==> config.mk <==
export PLATFORM = sky130hd
export DESIGN_NAME = operand_collector_flat
export DESIGN_NICKNAME = d
export VERILOG_FILES = /design/src/rtl/operand_collector_if.sv /design/src/rtl/operand_collector.sv /design/src/flat_wrapper.sv
export SDC_FILE = /design/constraint.sdc
export NUM_CORES = 1
export LEC_CHECK = 0
export CORE_ASPECT_RATIO = 0.6
export CORE_MARGIN = 1
export CORE_UTILIZATION = 25
export DETAILED_ROUTE_END_ITERATION = 8
export PLACE_DENSITY = 0.52
export SYNTH_ARGS = -nofsm -noshare
export SYNTH_HDL_FRONTEND = slang
export SYNTH_SLANG_ARGS = --single-unit
==> constraint.sdc <==
create_clock -name clk_i -period 4 [get_ports clk_i]
set_input_delay 0.8 -clock clk_i [delete_from_list [all_inputs] [get_ports clk_i]]
set_output_delay 0.8 -clock clk_i [all_outputs]
set_load 0.02 [all_outputs]
==> src/rtl/operand_collector_if.sv <==
// operand_collector_if: bundles the three handshake channels of the operand collector.
//   insn_*    : instruction in from issue (valid/ready, tag, operand mask, packed addresses)
//   rf_read_* : read request out to the register-file bank (valid/ready, address)
//   rf_resp_* : bank response in (valid, echoed address, data), single-cycle latency
//   opc_*     : operand bundle out to execution (valid/ready, tag, packed data)
// Signal suffixes are from the collector's point of view. The collector uses the
// slave modport; the issue stage, bank and execution side together use master.
interface operand_collector_if #(
    parameter int unsigned NumOperands = 3,
    parameter int unsigned AddrWidth   = 8,
    parameter int unsigned DataWidth   = 32,
    parameter int unsigned TagWidth    = 4
);
    logic                             insn_valid_i;
    logic                             insn_ready_o;
    logic [TagWidth-1:0]              insn_tag_i;
    logic [NumOperands-1:0]           insn_op_valid_i;
    logic [NumOperands*AddrWidth-1:0] insn_op_addr_i;

    logic                             rf_read_valid_o;
    logic                             rf_read_ready_i;
    logic [AddrWidth-1:0]             rf_read_addr_o;

    logic                             rf_resp_valid_i;
    logic [AddrWidth-1:0]             rf_resp_addr_i;
    logic [DataWidth-1:0]             rf_resp_data_i;

    logic                             opc_valid_o;
    logic                             opc_ready_i;
    logic [TagWidth-1:0]              opc_tag_o;
    logic [NumOperands*DataWidth-1:0] opc_data_o;

    modport slave (
        input  insn_valid_i, insn_tag_i, insn_op_valid_i, insn_op_addr_i,
        input  rf_read_ready_i, rf_resp_valid_i, rf_resp_addr_i, rf_resp_data_i,
        input  opc_ready_i,
        output insn_ready_o, rf_read_valid_o, rf_read_addr_o,
        output opc_valid_o, opc_tag_o, opc_data_o
    );

    modport master (
        output insn_valid_i, insn_tag_i, insn_op_valid_i, insn_op_addr_i,
        output rf_read_ready_i, rf_resp_valid_i, rf_resp_addr_i, rf_resp_data_i,
        output opc_ready_i,
        input  insn_ready_o, rf_read_valid_o, rf_read_addr_o,
        input  opc_valid_o, opc_tag_o, opc_data_o
    );
endinterface

==> src/rtl/operand_collector.sv <==
// operand_collector: accepts one instruction with up to NumOperands source registers,
// issues one bank read per valid operand (ascending index order, back-to-back), captures
// the single-cycle-latency responses into slots and hands the bundle downstream.
//   clk_i  : clock
//   rst_ni : asynchronous active-low reset
//   bus    : operand_collector_if.slave (insn in, rf read/resp, opc bundle out)
module operand_collector #(
    parameter int unsigned NumOperands  = 3,
    parameter int unsigned NumRegisters = 256,
    parameter int unsigned DataWidth    = 32,
    parameter int unsigned TagWidth     = 4
) (
    input logic                clk_i,
    input logic                rst_ni,
    operand_collector_if.slave bus
);
    localparam int unsigned AddrWidth = $clog2(NumRegisters);
    localparam int unsigned IdxWidth  = (NumOperands > 1) ? $clog2(NumOperands) : 1;

    typedef enum logic [1:0] {StIdle, StRequest, StWait, StDispatch} state_e;

    state_e                 state_q, state_d;
    logic [TagWidth-1:0]    tag_q, tag_d;
    logic [NumOperands-1:0] rem_q, rem_d;   // operands still to be requested
    logic [AddrWidth-1:0]   addr_q [NumOperands];
    logic [AddrWidth-1:0]   addr_d [NumOperands];
    logic [DataWidth-1:0]   data_q [NumOperands];
    logic [DataWidth-1:0]   data_d [NumOperands];
    logic [IdxWidth-1:0]    idx_q, idx_d;
    logic [IdxWidth-1:0]    resp_idx_q, resp_idx_d;
    logic                   resp_pending_q, resp_pending_d;

    logic                   req_hs;
    logic [NumOperands-1:0] rem_next;

    function automatic logic [IdxWidth-1:0] lowest_set(input logic [NumOperands-1:0] m);
        lowest_set = '0;
        for (int i = NumOperands - 1; i >= 0; i--) begin
            if (m[i]) lowest_set = IdxWidth'(i);
        end
    endfunction

    always_comb begin
        state_d          = state_q;
        tag_d            = tag_q;
        rem_d            = rem_q;
        addr_d           = addr_q;
        data_d           = data_q;
        idx_d            = idx_q;
        resp_idx_d       = resp_idx_q;
        rem_next         = rem_q;
        req_hs           = 1'b0;
        bus.insn_ready_o    = 1'b0;
        bus.rf_read_valid_o = 1'b0;
        bus.rf_read_addr_o  = '0;
        bus.opc_valid_o     = 1'b0;

        unique case (state_q)
            StIdle: begin
                bus.insn_ready_o = 1'b1;
                if (bus.insn_valid_i) begin
                    tag_d = bus.insn_tag_i;
                    rem_d = bus.insn_op_valid_i;
                    for (int i = 0; i < NumOperands; i++) begin
                        addr_d[i] = bus.insn_op_addr_i[i*AddrWidth +: AddrWidth];
                        data_d[i] = '0;
                    end
                    idx_d   = lowest_set(bus.insn_op_valid_i);
                    state_d = (bus.insn_op_valid_i == '0) ? StDispatch : StRequest;
                end
            end
            StRequest: begin
                bus.rf_read_valid_o = 1'b1;
                bus.rf_read_addr_o  = addr_q[idx_q];
                if (bus.rf_read_ready_i) begin
                    req_hs          = 1'b1;
                    rem_next[idx_q] = 1'b0;
                    rem_d           = rem_next;
                    idx_d           = lowest_set(rem_next);
                    if (rem_next == '0) state_d = StWait;
                end
            end
            StWait: begin
                // Only the last response can still be outstanding here.
                if (resp_pending_q && bus.rf_resp_valid_i) state_d = StDispatch;
            end
            StDispatch: begin
                bus.opc_valid_o = 1'b1;
                if (bus.opc_ready_i) state_d = StIdle;
            end
            default: state_d = StIdle;
        endcase

        // Capture runs in every state so the last REQUEST response lands while in WAIT.
        if (resp_pending_q && bus.rf_resp_valid_i) data_d[resp_idx_q] = bus.rf_resp_data_i;
        resp_pending_d = req_hs;
        if (req_hs) resp_idx_d = idx_q;
    end

    always_comb begin
        bus.opc_tag_o  = tag_q;
        bus.opc_data_o = '0;
        for (int i = 0; i < NumOperands; i++) begin
            bus.opc_data_o[i*DataWidth +: DataWidth] = data_q[i];
        end
    end

    always_ff @(posedge clk_i or negedge rst_ni) begin
        if (!rst_ni) begin
            state_q        <= StIdle;
            tag_q          <= '0;
            rem_q          <= '0;
            idx_q          <= '0;
            resp_idx_q     <= '0;
            resp_pending_q <= 1'b0;
            for (int i = 0; i < NumOperands; i++) begin
                addr_q[i] <= '0;
                data_q[i] <= '0;
            end
        end else begin
            state_q        <= state_d;
            tag_q          <= tag_d;
            rem_q          <= rem_d;
            idx_q          <= idx_d;
            resp_idx_q     <= resp_idx_d;
            resp_pending_q <= resp_pending_d;
            addr_q         <= addr_d;
            data_q         <= data_d;
        end
    end

    resp_follows_req_a: assert property (@(posedge clk_i) disable iff (!rst_ni)
        (bus.rf_read_valid_o && bus.rf_read_ready_i) |=>
        (bus.rf_resp_valid_i && bus.rf_resp_addr_i == $past(bus.rf_read_addr_o)));

    resp_expected_a: assert property (@(posedge clk_i) disable iff (!rst_ni)
        bus.rf_resp_valid_i |-> resp_pending_q);
endmodule

==> src/flat_wrapper.sv <==
// flat-port wrapper written by rule: the top's interface ports become plain ports
module operand_collector_flat 
#(
    parameter int unsigned NumOperands  = 3,
    parameter int unsigned NumRegisters = 256,
    parameter int unsigned DataWidth    = 32,
    parameter int unsigned TagWidth     = 4
)
  (clk_i, rst_ni, bus_insn_valid_i, bus_insn_tag_i, bus_insn_op_valid_i, bus_insn_op_addr_i, bus_rf_read_ready_i, bus_rf_resp_valid_i, bus_rf_resp_addr_i, bus_rf_resp_data_i, bus_opc_ready_i, bus_insn_ready_o, bus_rf_read_valid_o, bus_rf_read_addr_o, bus_opc_valid_o, bus_opc_tag_o, bus_opc_data_o);
  operand_collector_if #(.NumOperands(NumOperands), .AddrWidth((8)), .DataWidth(DataWidth), .TagWidth(TagWidth)) bus_i ();
  input logic clk_i;
  input logic rst_ni;
  input wire logic [$bits(bus_i.insn_valid_i)-1:0] bus_insn_valid_i;
  input wire logic [$bits(bus_i.insn_tag_i)-1:0] bus_insn_tag_i;
  input wire logic [$bits(bus_i.insn_op_valid_i)-1:0] bus_insn_op_valid_i;
  input wire logic [$bits(bus_i.insn_op_addr_i)-1:0] bus_insn_op_addr_i;
  input wire logic [$bits(bus_i.rf_read_ready_i)-1:0] bus_rf_read_ready_i;
  input wire logic [$bits(bus_i.rf_resp_valid_i)-1:0] bus_rf_resp_valid_i;
  input wire logic [$bits(bus_i.rf_resp_addr_i)-1:0] bus_rf_resp_addr_i;
  input wire logic [$bits(bus_i.rf_resp_data_i)-1:0] bus_rf_resp_data_i;
  input wire logic [$bits(bus_i.opc_ready_i)-1:0] bus_opc_ready_i;
  output wire logic [$bits(bus_i.insn_ready_o)-1:0] bus_insn_ready_o;
  output wire logic [$bits(bus_i.rf_read_valid_o)-1:0] bus_rf_read_valid_o;
  output wire logic [$bits(bus_i.rf_read_addr_o)-1:0] bus_rf_read_addr_o;
  output wire logic [$bits(bus_i.opc_valid_o)-1:0] bus_opc_valid_o;
  output wire logic [$bits(bus_i.opc_tag_o)-1:0] bus_opc_tag_o;
  output wire logic [$bits(bus_i.opc_data_o)-1:0] bus_opc_data_o;
  assign bus_i.insn_valid_i = bus_insn_valid_i;
  assign bus_i.insn_tag_i = bus_insn_tag_i;
  assign bus_i.insn_op_valid_i = bus_insn_op_valid_i;
  assign bus_i.insn_op_addr_i = bus_insn_op_addr_i;
  assign bus_i.rf_read_ready_i = bus_rf_read_ready_i;
  assign bus_i.rf_resp_valid_i = bus_rf_resp_valid_i;
  assign bus_i.rf_resp_addr_i = bus_rf_resp_addr_i;
  assign bus_i.rf_resp_data_i = bus_rf_resp_data_i;
  assign bus_i.opc_ready_i = bus_opc_ready_i;
  assign bus_insn_ready_o = bus_i.insn_ready_o;
  assign bus_rf_read_valid_o = bus_i.rf_read_valid_o;
  assign bus_rf_read_addr_o = bus_i.rf_read_addr_o;
  assign bus_opc_valid_o = bus_i.opc_valid_o;
  assign bus_opc_tag_o = bus_i.opc_tag_o;
  assign bus_opc_data_o = bus_i.opc_data_o;
  operand_collector #(.NumOperands(NumOperands), .NumRegisters(NumRegisters), .DataWidth(DataWidth), .TagWidth(TagWidth)) u_core (.clk_i(clk_i), .rst_ni(rst_ni), .bus(bus_i));
endmodule
==> flow_summary.toml, run 1 <==
[status]
outcome = "finished, final reports clean"

[timing]
maxSlewHeadroom = 0.383
rsz0062_at_grt = "false"
finalMaxSlewViolations = 0
setup_viol = 0
max_freq_mhz = 304
whs_ps = 376
fin_skew_ps = 6.09
hold_viol_final = 0
tightest_slew_ps = 924
fin_crit_sh = 0.822
setup_tns_ps = 0
layout_setup_ws_ps = 713
min_period_ps = 3290

[synth]
seq_area_frac_synth = 0.594
syn_inst = 575
yosysTopAreaCellShare = 0.594
synthMuxAreaShare = 0.0814
synth_seq_cells = 134
synth-compound-area-share = 0.112
synth_fa_ha_area_frac = 0.0111
synth_xor_area_frac = 0
yosysTopAreaCell = "dfrtp_1"
syn_area_sq_um = 5640
synth.area.top_cells = "dfrtp_1 (59%), nand2_1 (13%), o21ai_0 (8.6%)"
synth_top_family_by_area = "simple AND/OR/NAND/NOR gates"
yosys_warnings = 0
synth.distinct_cells = 27
synthSimpleGateAreaFrac = 0.168
syn_area_per_cell_sq_um = 9.81
syn-num-nets = 657

[global_routing]
grt-busiest-layer = "met1"
antenna_found_initial = 0
grt_use_met3 = 0.0791
use_met1 = 0.211
grt_util_met2 = 0.197
grt_pass1_vias = 4627
grt_overflow = 0
grt_max_degree = 77
grt_pass1_wl_um = 26200
grt_usage = 0.150

[cts]
cts-hold-fix-buffers = 0
numCtsBuffers = 17
clk_pin_slew_ps = 60
cts_tree = "done"
insertion_delay_ps = 420
cts_resized = 0
cts-root-buf = "clkbuf_16"
cts_sinks = 134
clock_path_buffers = 2
h-tree-depth = 4
post_cts_buffers = 0

[critical_path]
path_delay_family = "buffers and inverters"
worstPathMaxFanout = 12
crit_slowest_cell = "clkdlybuf4s50_1"
end_kind = "primary output"
cp_num_buf_inv = 3
rrSetupSlack_ps = 1860
cp.required_ps = 3200
r2r_cells = 6
crit_arrival_ps = 2490
r2r_end = "u_core.rem_q[1]$_DFFE_PN0P_"
r2r_start = "u_core.state_q[1]$_DFFE_PN0P_"
critPathMaxStageDelay_ps = 630
crit_chain = "inv_1 -> ha_1 -> inv_1 -> nor2_1 -> clkdlybuf4s50_1"
startpoint_type = "flop"
cp_common_cell = "inv_1"
crit_type = "reg -> out"

[placement]
port_buffers = 179
gp_routability_congestion = 0.764
post-place-ws_ps = 1150
hpwl_um = 11000

[pwr]
power_density_nw_per_um2 = 761
vdd_drop_max_v = 0.000288
leakage_uw = 0.00348

[cells_and_area]
fin_nets = 828
n_antenna_cell = 0
drive_gt1_frac = 0.104
area_delta_synth_final_pct = 48.6

[detailed_routing]
antenna_left = 0
routed_wl_um = 16400
firstDrtPassIters = 4
viasPerCell = 4.33
drt-wirelength-per-cell_um = 15.7
drc_errors = 0
drt_iter0_markers = 207
vias = 4526

[floorplan]
core_sq_um = 22100
dieArea_sq_um = 23200
start_util = 0.256
die-width_um = 196
die_h_um = 118
io_pins = 188
row_count = 42

[worst_hold_path]
hp-class = "in -> async"

[job]
cap_violations = 0
per-stage QoR:
stage | cells | total power (uW) | area [sq um] | util
after floorplan | 575 | 3550 | 5640 | -
after global placement | 1013 | 4730 | 7750 | 0.351
after detailed placement | 1013 | 4740 | 7750 | 0.351
after CTS | 1045 | 6470 | 8380 | 0.380
after global routing | 1045 | 6780 | 8380 | 0.380
final | 1045 | 6380 | 8380 | 0.380
power by group:
group	internal, uW	leakage, uW	switching (uW)
clock	1080	0.000306	614
combinational	1180	0.00140	1370
sequential	1850	0.00177	285
sequential cells by signal, indices dropped and copies added (netlist names):
signal / count
u_core.bus.opc_tag_o: 4
u_core.bus.opc_data_o: 96
u_core.resp_idx_q: 2
u_core.resp_pending_q: 1
u_core.state_q: 2
u_core.addr_q: 24
u_core.idx_q: 2
u_core.rem_q: 3
cells in the final DEF (no fill, tap or decap), types with 3 or more instances in the layout:
master / netlist / layout
mux2i_1: 11 / 11
clkinv_2: 0 / 3
a21oi_1: 11 / 11
clkdlybuf4s50_1: 0 / 178
dfrtp_1: 134 / 134
clkinv_4: 0 / 3
nor2_1: 21 / 21
buf_4: 0 / 7
inv_1: 6 / 6
bufinv_16: 0 / 4
o21ai_0: 97 / 97
nand2_1: 198 / 197
clkbuf_16: 0 / 17
buf_12: 0 / 3
mux2_2: 31 / 31
nor2b_1: 3 / 3
ha_1: 5 / 5
cells in the mapped netlist (all sizes together):
cell type  count
o21ai         97
mux2          31
clkbuf        21
nor3b          2
inv            6
a31oi          1
a22o           2
a21oi         11
nand2        198
nand4b         1
o221ai         1
nor3           3
o22ai          2
or2            1
buf           16
nor2          21
a2bb2oi        1
dfrtp        134
a211oi         1
nor2b          3
nand3b         2
nand2b         2
mux2i         11
a32oi          2
ha             5
worst reg2reg max path: cells and delay by family, from the launching register on:
kind / cells / cell delay, ps
AOI/OAI and AO/OA: 3 / 800
buffers and inverters: 2 / 450
DFF: 1 / 400
adders and majority gates: 1 / 380
how the worst max path moves through the flow:
stage | start | end | slack, ps | depth (start not counted)
after CTS | u_core.state_q[1]$_DFFE_PN0P_ | bus_rf_read_addr_o[1] | 680 | 5
final | u_core.state_q[1]$_DFFE_PN0P_ | bus_rf_read_addr_o[0] | 710 | 5
after detailed placement | u_core.state_q[1]$_DFFE_PN0P_ | bus_rf_read_addr_o[3] | 1150 | 5
after floorplan | u_core.state_q[1]$_DFFE_PN0P_ | bus_rf_read_addr_o[0] | 1660 | 6
after global routing | u_core.state_q[1]$_DFFE_PN0P_ | bus_rf_read_addr_o[0] | 540 | 5
after global placement | u_core.state_q[1]$_DFFE_PN0P_ | bus_rf_read_addr_o[3] | 1160 | 5
layer usage:
| layer | vias up | share of wire |
|---|---|---|
| met1 | 2155 | 0.50 |
| met3 | 10 | 0.10 |
| met4 | 0 | 0.0089 |
| li1 | 2238 | - |
| met5 | - | 0 |
| met2 | 123 | 0.39 |
cell type report:
cell class                      count  area, sq um
Clock buffer                       20          457
Clock inverter                     12          176
Fill cell                        2241        13700
Inverter                            6         22.5
Multi-Input combinational cell    398         2110
Sequential cell                   134         3350
Tap cell                          286          358
Timing Repair Buffer              189         1910
cell families (layout without fill, tap and decap cells):
kind of cell / count (synthesis) / after routing
multiplexers: 42 / 42
AO/OA/AOI/OAI: 118 / 118
flip-flops: 134 / 134
adder cells (fa/ha/maj): 5 / 5
AND/OR/NAND/NOR: 233 / 233
buffers and inverters: 43 / 227
No activity file was read; power rests on OpenSTA's default activity.
==> run 2: changes to the inputs <==
==> constraint.sdc (replaced) <==
create_clock -name clk_i -period 3.4 [get_ports clk_i]
set_input_delay 0.68 -clock clk_i [delete_from_list [all_inputs] [get_ports clk_i]]
set_output_delay 0.68 -clock clk_i [all_outputs]
set_load 0.02 [all_outputs]
==> run 2 against run 1 <==
Setup slack worse by 480 ps. Clock-buffer cell count grew 2. Clock skew rose by 0.72 ps. Global-route usage down 0.26 points. Design area barely moved. Total power up 17%. Clock power grew 12%. Sequential cell count is the same. Cell count rose by 0.29%. Sequential share of layout area barely moved. Die area stayed put. Combinational power grew 18%. Largest cell class unchanged.
==> flow_summary.toml, run 2 (synthesized netlist as in run 1, its figures left out) <==
[cells_and_area]
layout_common_cells = "nand2_1 (197), clkdlybuf4s50_1 (178), dfrtp_1 (134), o21ai_0 (97), mux2_2 (31)"
area_delta_synth_final_pct = 48.5
fin_nets = 832
final_common_cell = "nand2_1"
fin_cells = 1048
largest_reg_flops = 96
n_antenna_cell = 0
fillers = 2250
register_area_sq_um = 3350
drive_gt1_frac = 0.106
multi_input_area_sq_um = 2110

[critical_path]
crit_chain = "inv_1 -> ha_1 -> inv_1 -> nor2_1 -> clkdlybuf4s50_1"
crit_arrival_ps = 2480
r2r_start = "u_core.state_q[1]$_DFFE_PN0P_"
cp_common_cell = "inv_1"
crit_cells = 5
end_kind = "primary output"
crit_slowest_cell = "clkdlybuf4s50_1"
rrSetupSlack_ps = 1270
critPathMaxStageDelay_ps = 630
cp_num_buf_inv = 3
crit_type = "reg -> out"
r2r_cells = 6
worstPathMaxFanout = 12
r2r_end = "u_core.rem_q[1]$_DFFE_PN0P_"
startpoint_type = "flop"
cp.required_ps = 2720
path_delay_family = "buffers and inverters"

[detailed_routing]
antenna_left = 0
vias = 4492
drt-wirelength-per-cell_um = 15.5
drt_iter0_markers = 227
drc_errors = 0
viasPerCell = 4.29
firstDrtPassIters = 4
routed_wl_um = 16200

[status]
outcome = "finished, final reports clean"

[placement]
post-place-ws_ps = 681
hpwl_um = 11000
place_inst = 1017
gp_routability_congestion = 0.749
port_buffers = 179

[floorplan]
core_sq_um = 22100
start_util = 0.256
row_count = 42
dieArea_sq_um = 23200
io_pins = 188
die_h_um = 118
die-width_um = 196

[timing]
setup_tns_ps = 0
maxSlewHeadroom = 0.451
setup_viol = 0
min_period_ps = 3160
fin_skew_ps = 6.81
hold_viol_final = 0
layout_setup_ws_ps = 237
fin_crit_sh = 0.930
tightest_slew_ps = 824
finalMaxSlewViolations = 0
rsz0062_at_grt = "false"
max_freq_mhz = 316

[cts]
clock_path_buffers = 2
cts_sinks = 134
cts-root-buf = "clkbuf_16"
post_cts_buffers = 0
insertion_delay_ps = 420
clk_pin_slew_ps = 60
cts-hold-fix-buffers = 0
cts_tree = "done"
h-tree-depth = 4
cts_resized = 0
numCtsBuffers = 17

[global_routing]
grt_usage = 0.147
grt_pass1_vias = 4524
grt_pass1_wl_um = 25900
grt_overflow = 0
grt_max_degree = 68
antenna_found_initial = 0

[pwr]
leakage_uw = 0.00349
vdd_drop_max_v = 0.000360
power_density_nw_per_um2 = 888

[job]
cap_violations = 0

[worst_hold_path]
hp-class = "in -> async"
==> run 2: cell type report <==
cell class / instances / area share
Timing Repair Buffer: 193 / 0.231
Sequential cell: 134 / 0.400
Tap cell: 286 / 0.0427
Multi-Input combinational cell: 398 / 0.252
Clock inverter: 9 / 0.0149
Clock buffer: 22 / 0.0566
Inverter: 6 / 0.00269
==> run 2: worst reg2reg max path, cell delays in order, from the launching register on <==
cell and delay, ps:
dfrtp_1 400, inv_1 130, ha_1 370, inv_1 320
a211oi_4 460, o21ai_0 150, a22o_1 200
==> run 2: metal layers <==
| layer | global-route usage | share of wire |
|---|---|---|
| met1 | 0.212 | 0.51 |
| met2 | 0.187 | 0.38 |
| met3 | 0.0751 | 0.10 |
| met4 | 0.0439 | 0.010 |
| met5 | 0 | 0 |
==> run 2: power breakdown <==
group / total (uW) / internal, uW / switching, uW
Sequential: 2530 / 2180 / 346
Clock: 1890 / 1200 / 692
Combinational: 3020 / 1420 / 1600
==> run 2: per-stage QoR <==
step                      power, uW  hold WS, ps  cell area, sq um  utilization
after floorplan                4170          384              5640            -
after global placement         5590          488              7780        0.352
after detailed placement       5600          492              7780        0.352
after CTS                      7550          184              8380        0.380
after global routing           7910          205              8380        0.380
final                          7440          186              8380        0.380
==> run 2: how the worst max path moves through the flow <==
stage | from | end | slack (ps)
floorplan | u_core.state_q[1]$_DFFE_PN0P_ | bus_rf_read_addr_o[0] | 1180
global placement | u_core.state_q[1]$_DFFE_PN0P_ | bus_rf_read_addr_o[1] | 700
detailed placement | u_core.state_q[1]$_DFFE_PN0P_ | bus_rf_read_addr_o[1] | 680
CTS | u_core.state_q[1]$_DFFE_PN0P_ | bus_rf_read_addr_o[1] | 190
global route | u_core.state_q[1]$_DFFE_PN0P_ | bus_rf_read_addr_o[0] | 30
finish | u_core.state_q[1]$_DFFE_PN0P_ | bus_rf_read_addr_o[1] | 240
==> run 3: changes to the inputs <==
==> constraint.sdc (replaced) <==
create_clock -name clk_i -period 3.4 [get_ports clk_i]
set_input_delay 1.02 -clock clk_i [delete_from_list [all_inputs] [get_ports clk_i]]
set_output_delay 1.02 -clock clk_i [all_outputs]
set_load 0.02 [all_outputs]
==> run 3 against run 2 <==
Fmax shrank 2.3%. Sequential share of layout area shrank 0.36 points. Cell count is the same. Hold slack gained 320 ps. Sequential power is essentially flat. Core utilization grew 0.35 points.
==> flow_summary.toml, run 3 (synthesized netlist as in run 1, its figures left out) <==
[detailed_routing]
met2_length_um = 6340
drc_errors = 0
viasPerCell = 4.35
met3WireLength_um = 1750
firstDrtPassIters = 6
drt_iter0_markers = 230
top_layer = "met4"
antenna_left = 0
drt-wirelength-per-cell_um = 15.7
routed_wl_um = 16500
met1_length_um = 8190
vias = 4555

[global_routing]
grt_pass1_vias = 4782
grt_overflow = 0
grt_pass1_wl_um = 26800
antenna_found_initial = 0
grt_usage = 0.151
grt_max_degree = 66

[placement]
gp_routability_congestion = 0.778
port_buffers = 179
hpwl_um = 11200

[cts]
cts-hold-fix-buffers = 0
numCtsBuffers = 17
clk_pin_slew_ps = 60
cts_tree = "done"
insertion_delay_ps = 430
cts_resized = 0
cts-root-buf = "clkbuf_16"
cts_sinks = 134
clock_path_buffers = 2
h-tree-depth = 4
post_cts_buffers = 0

[timing]
finalMaxSlewViolations = 0
min_period_ps = 3240
whs_ps = 502
tightest_slew_ps = 566
maxSlewHeadroom = 0.623
hold_viol_final = 0
fin_skew_ps = 12.8
fin_crit_sh = 0.953
rsz0062_at_grt = "true"
setup_viol = 0
max_freq_mhz = 309

[pwr]
leakage_uw = 0.00352
power_density_nw_per_um2 = 904
vdd_drop_max_v = 0.000331

[cells_and_area]
fin_nets = 832
area_delta_synth_final_pct = 49.9
fillers = 2222
multi_input_area_sq_um = 2110
register_area_sq_um = 3350
largest_reg_flops = 96
drive_gt1_frac = 0.109
n_antenna_cell = 0
final_core_util = 0.383
final_common_cell = "nand2_1"
layout_common_cells = "nand2_1 (197), clkdlybuf4s50_1 (178), dfrtp_1 (134), o21ai_0 (97), mux2_2 (31)"

[floorplan]
io_pins = 188
die_h_um = 118
row_count = 42
die-width_um = 196
core_sq_um = 22100
start_util = 0.256
dieArea_sq_um = 23200

[worst_hold_path]
hp-class = "in -> async"

[critical_path]
r2r_start = "u_core.state_q[1]$_DFFE_PN0P_"
rrSetupSlack_ps = 1490
startpoint_type = "flop"
crit_type = "reg -> out"
worstPathMaxFanout = 12
crit_arrival_ps = 2220
r2r_end = "u_core.rem_q[1]$_DFFE_PN0P_"
cp.required_ps = 2380
end_kind = "primary output"
r2r_cells = 6

[status]
outcome = "finished, final reports clean"

[job]
cap_violations = 0
==> run 3: worst max path at each step <==
stage                            end                           from  cells after the start  slack (ps)
3_3_place_gp   bus_rf_read_addr_o[1]  u_core.state_q[1]$_DFFE_PN0P_                      5         580
2_1_floorplan  bus_rf_read_addr_o[0]  u_core.state_q[1]$_DFFE_PN0P_                      6         840
3_5_place_dp   bus_rf_read_addr_o[3]    u_core.idx_q[1]$_DFFE_PN0P_                      5         590
5_1_grt        bus_rf_read_addr_o[0]  u_core.state_q[1]$_DFFE_PN0P_                      5          -2
6_report       bus_rf_read_addr_o[3]  u_core.state_q[1]$_DFFE_PN0P_                      5         160
4_1_cts        bus_rf_read_addr_o[3]    u_core.idx_q[1]$_DFFE_PN0P_                      5         120
==> run 3: area by class of cell <==
cell class / instances / area share
clock buffer: 20 / 0.0552
sequential: 134 / 0.397
tap: 286 / 0.0423
clock inverter: 11 / 0.0232
timing repair buffer: 193 / 0.230
multi-input combinational: 398 / 0.249
inverter: 6 / 0.00266
==> run 3: metrics by stage <==
stage,cell area (sq um),setup slack [ps],total power [uW],setup TNS (ps),cells
final,8450,161,7640,0,1048
after floorplan,5640,844,4170,0,575
after detailed placement,7790,585,5610,0,1017
after global placement,7790,580,5600,0,1017
after CTS,8450,117,7750,0,1048
after global routing,8450,-2.15,8130,-2.15,1048
==> run 3: worst max-delay path: stages (launching register included) <==
cell and delay, ps:
dfrtp_1 400, inv_1 130, ha_1 200, inv_1 240, nor2_1 200, clkdlybuf4s50_1 620
==> run 3: power breakdown <==
part | total, uW | internal [uW] | switching (uW)
Combinational | 3000 | 1420 | 1580
Sequential | 2560 | 2180 | 377
Clock | 2090 | 1360 | 727
Total | 7640 | 4960 | 2680
==> run 3: layer usage <==
layer  global-route usage  vias up
met2                0.200      149
li1                     -     2238
met4               0.0435        0
met5                    0        -
met3               0.0773       12
met1                0.211     2156
==> variant (config.mk and constraints of run 2) <==
Re-encode `state_e` (4 states) as one-hot, 4 bits wide.
--- a/src/rtl/operand_collector.sv
+++ b/src/rtl/operand_collector.sv
@@ -19,3 +19,3 @@
 
-    typedef enum logic [1:0] {StIdle, StRequest, StWait, StDispatch} state_e;
+    typedef enum logic [3:0] {StIdle = 4'b0001, StRequest = 4'b0010, StWait = 4'b0100, StDispatch = 4'b1000} state_e;
 
Function: same outputs for any inputs over 4 cycles, from zero or initial values and one cycle with rst_ni low; so few cycles prove little.
==> variant against run 2 <==
Design area is 2.4% lower. Setup slack improved by 0.15 ns. Die area down 3.6%. Critical path type unchanged. Sequential share of layout area rose by 1.6 points. Global-route usage increased by 1.1 points. Area after synthesis shrank 3.6%. Synthesized cell count down 12%. Sequential cell count grew 2. Clock skew up 0.0010 ns. Wire length grew 5.2%. Power is 21% lower.
==> variant: results <==
{
  "cts_root_buf": "clkbuf_16",
  "grt_pass1_vias": 4502,
  "critPathMaxFanout": 13,
  "grt_use_total": 0.1579,
  "max-slew-margin-rel": 0.3144,
  "grt_pass1_wl_mm": 26.35,
  "drt_wl_total_mm": 17.04,
  "pre_cts_ws_ns": 0.8291,
  "post_drt_wl_per_cell_um": 17.45,
  "yosysUniqueCellTypes": 40,
  "switching_share": 0.3347,
  "synth_nets": 585,
  "ff_latch_area_mm2": 0.003405,
  "drive_above_1_share": 0.08034,
  "ys_seq_area_frac": 0.6264,
  "status": "finished, final reports clean",
  "avgSynthCellArea_um2": 10.70,
  "r2r_cells": 5,
  "dpl_cell_area_mm2": 0.007579,
  "worst_setup_hold_path_clk_slew_ns": 0.06,
  "max-vdd-ir-drop_mv": 0.3187,
  "vias_per_cell": 4.621,
  "grt_max_degree": 57,
  "cts_buffer_depth": 2,
  "rrSetupSlack_ns": 1.11,
  "r2r_start": "u_core.state_q[0]",
  "fillers": 2078,
  "drtIter0Drc": 290,
  "hold_ws_ns": 0.2246,
  "ys_top_cells_by_count": "nand2_1 (151), dfrtp_1 (135), a22o_1 (67)",
  "dp_hpwl_mm": 11.37,
  "r2r-end": "u_core.idx_q[1]",
  "p_leak_nw": 3.607,
  "cp_slowest_cell": "or4b_4",
  "crit_arrival_ns": 2.33,
  "synth.top_cells.by_area": "dfrtp_1 (62%), a22o_1 (11%), nand2_1 (10%), o21ai_1 (3.4%), mux2i_1 (1.7%)",
  "finalNetCount": 761,
  "gp_congestion": 0.7804,
  "clock_skew_ns": 0.007815,
  "async_flop_share": 1.000,
  "dp_cells": 944,
  "max_stage_delay_ns": 0.67
}
-- variant: kinds of logic (layout without fill, tap and decap cells) --
kind of cell,Yosys count,count (layout),synth area share
mux,12,12,0.02348
simple gates,194,194,0.1494
flops,136,136,0.6264
compound gates,130,130,0.1713
buf+inv,36,225,0.02947
-- variant: how the worst max path moves through the flow --
stage	from	to	slack, ns
floorplan	u_core.idx_q[1]	bus_rf_read_addr_o[1]	1.19
global placement	bus_rf_resp_valid_i	u_core.bus.opc_data_o[14]	0.84
detailed placement	u_core.state_q[3]	bus_rf_read_addr_o[3]	0.83
CTS	u_core.state_q[3]	bus_rf_read_valid_o	0.37
global route	u_core.state_q[3]	bus_rf_read_addr_o[0]	0.31
finish	u_core.state_q[3]	bus_rf_read_addr_o[3]	0.39
-- variant: layer usage --
layer / track usage / vias to the layer above / routed length, µm
met5: 0 / - / 0
met4: 0.04409 / 0 / 158
met3: 0.05349 / 9 / 1168
met2: 0.2204 / 145 / 7064
met1: 0.2295 / 2253 / 8645
li1: - / 2103 / -
-- variant: area by class of cell --
class / count / share of cell area
Clock buffer: 25 / 0.06184
Clock inverter: 7 / 0.01102
Inverter: 1 / 0.0006123
Multi-Input combinational cell: 336 / 0.2330
Sequential cell: 136 / 0.4165
Tap cell: 279 / 0.04271
Timing Repair Buffer: 192 / 0.2343
-- variant: power groups by stage --
stage	Sequential [W]	Combinational [W]	Clock [W]
2_1_floorplan	0.00234	0.000857	0
3_3_place_gp	0.00219	0.00182	0
3_5_place_dp	0.00220	0.00183	0
4_1_cts	0.00218	0.00183	0.00191
5_1_grt	0.00223	0.00198	0.00199
6_report	0.00218	0.00182	0.00187
-- variant: worst max-delay path, delay by kind of cell (launching register included) --
kind / cells / cell delay [ns]
and+or+nand+nor: 2 / 0.84
buffers and inverters: 1 / 0.62
DFF: 1 / 0.46
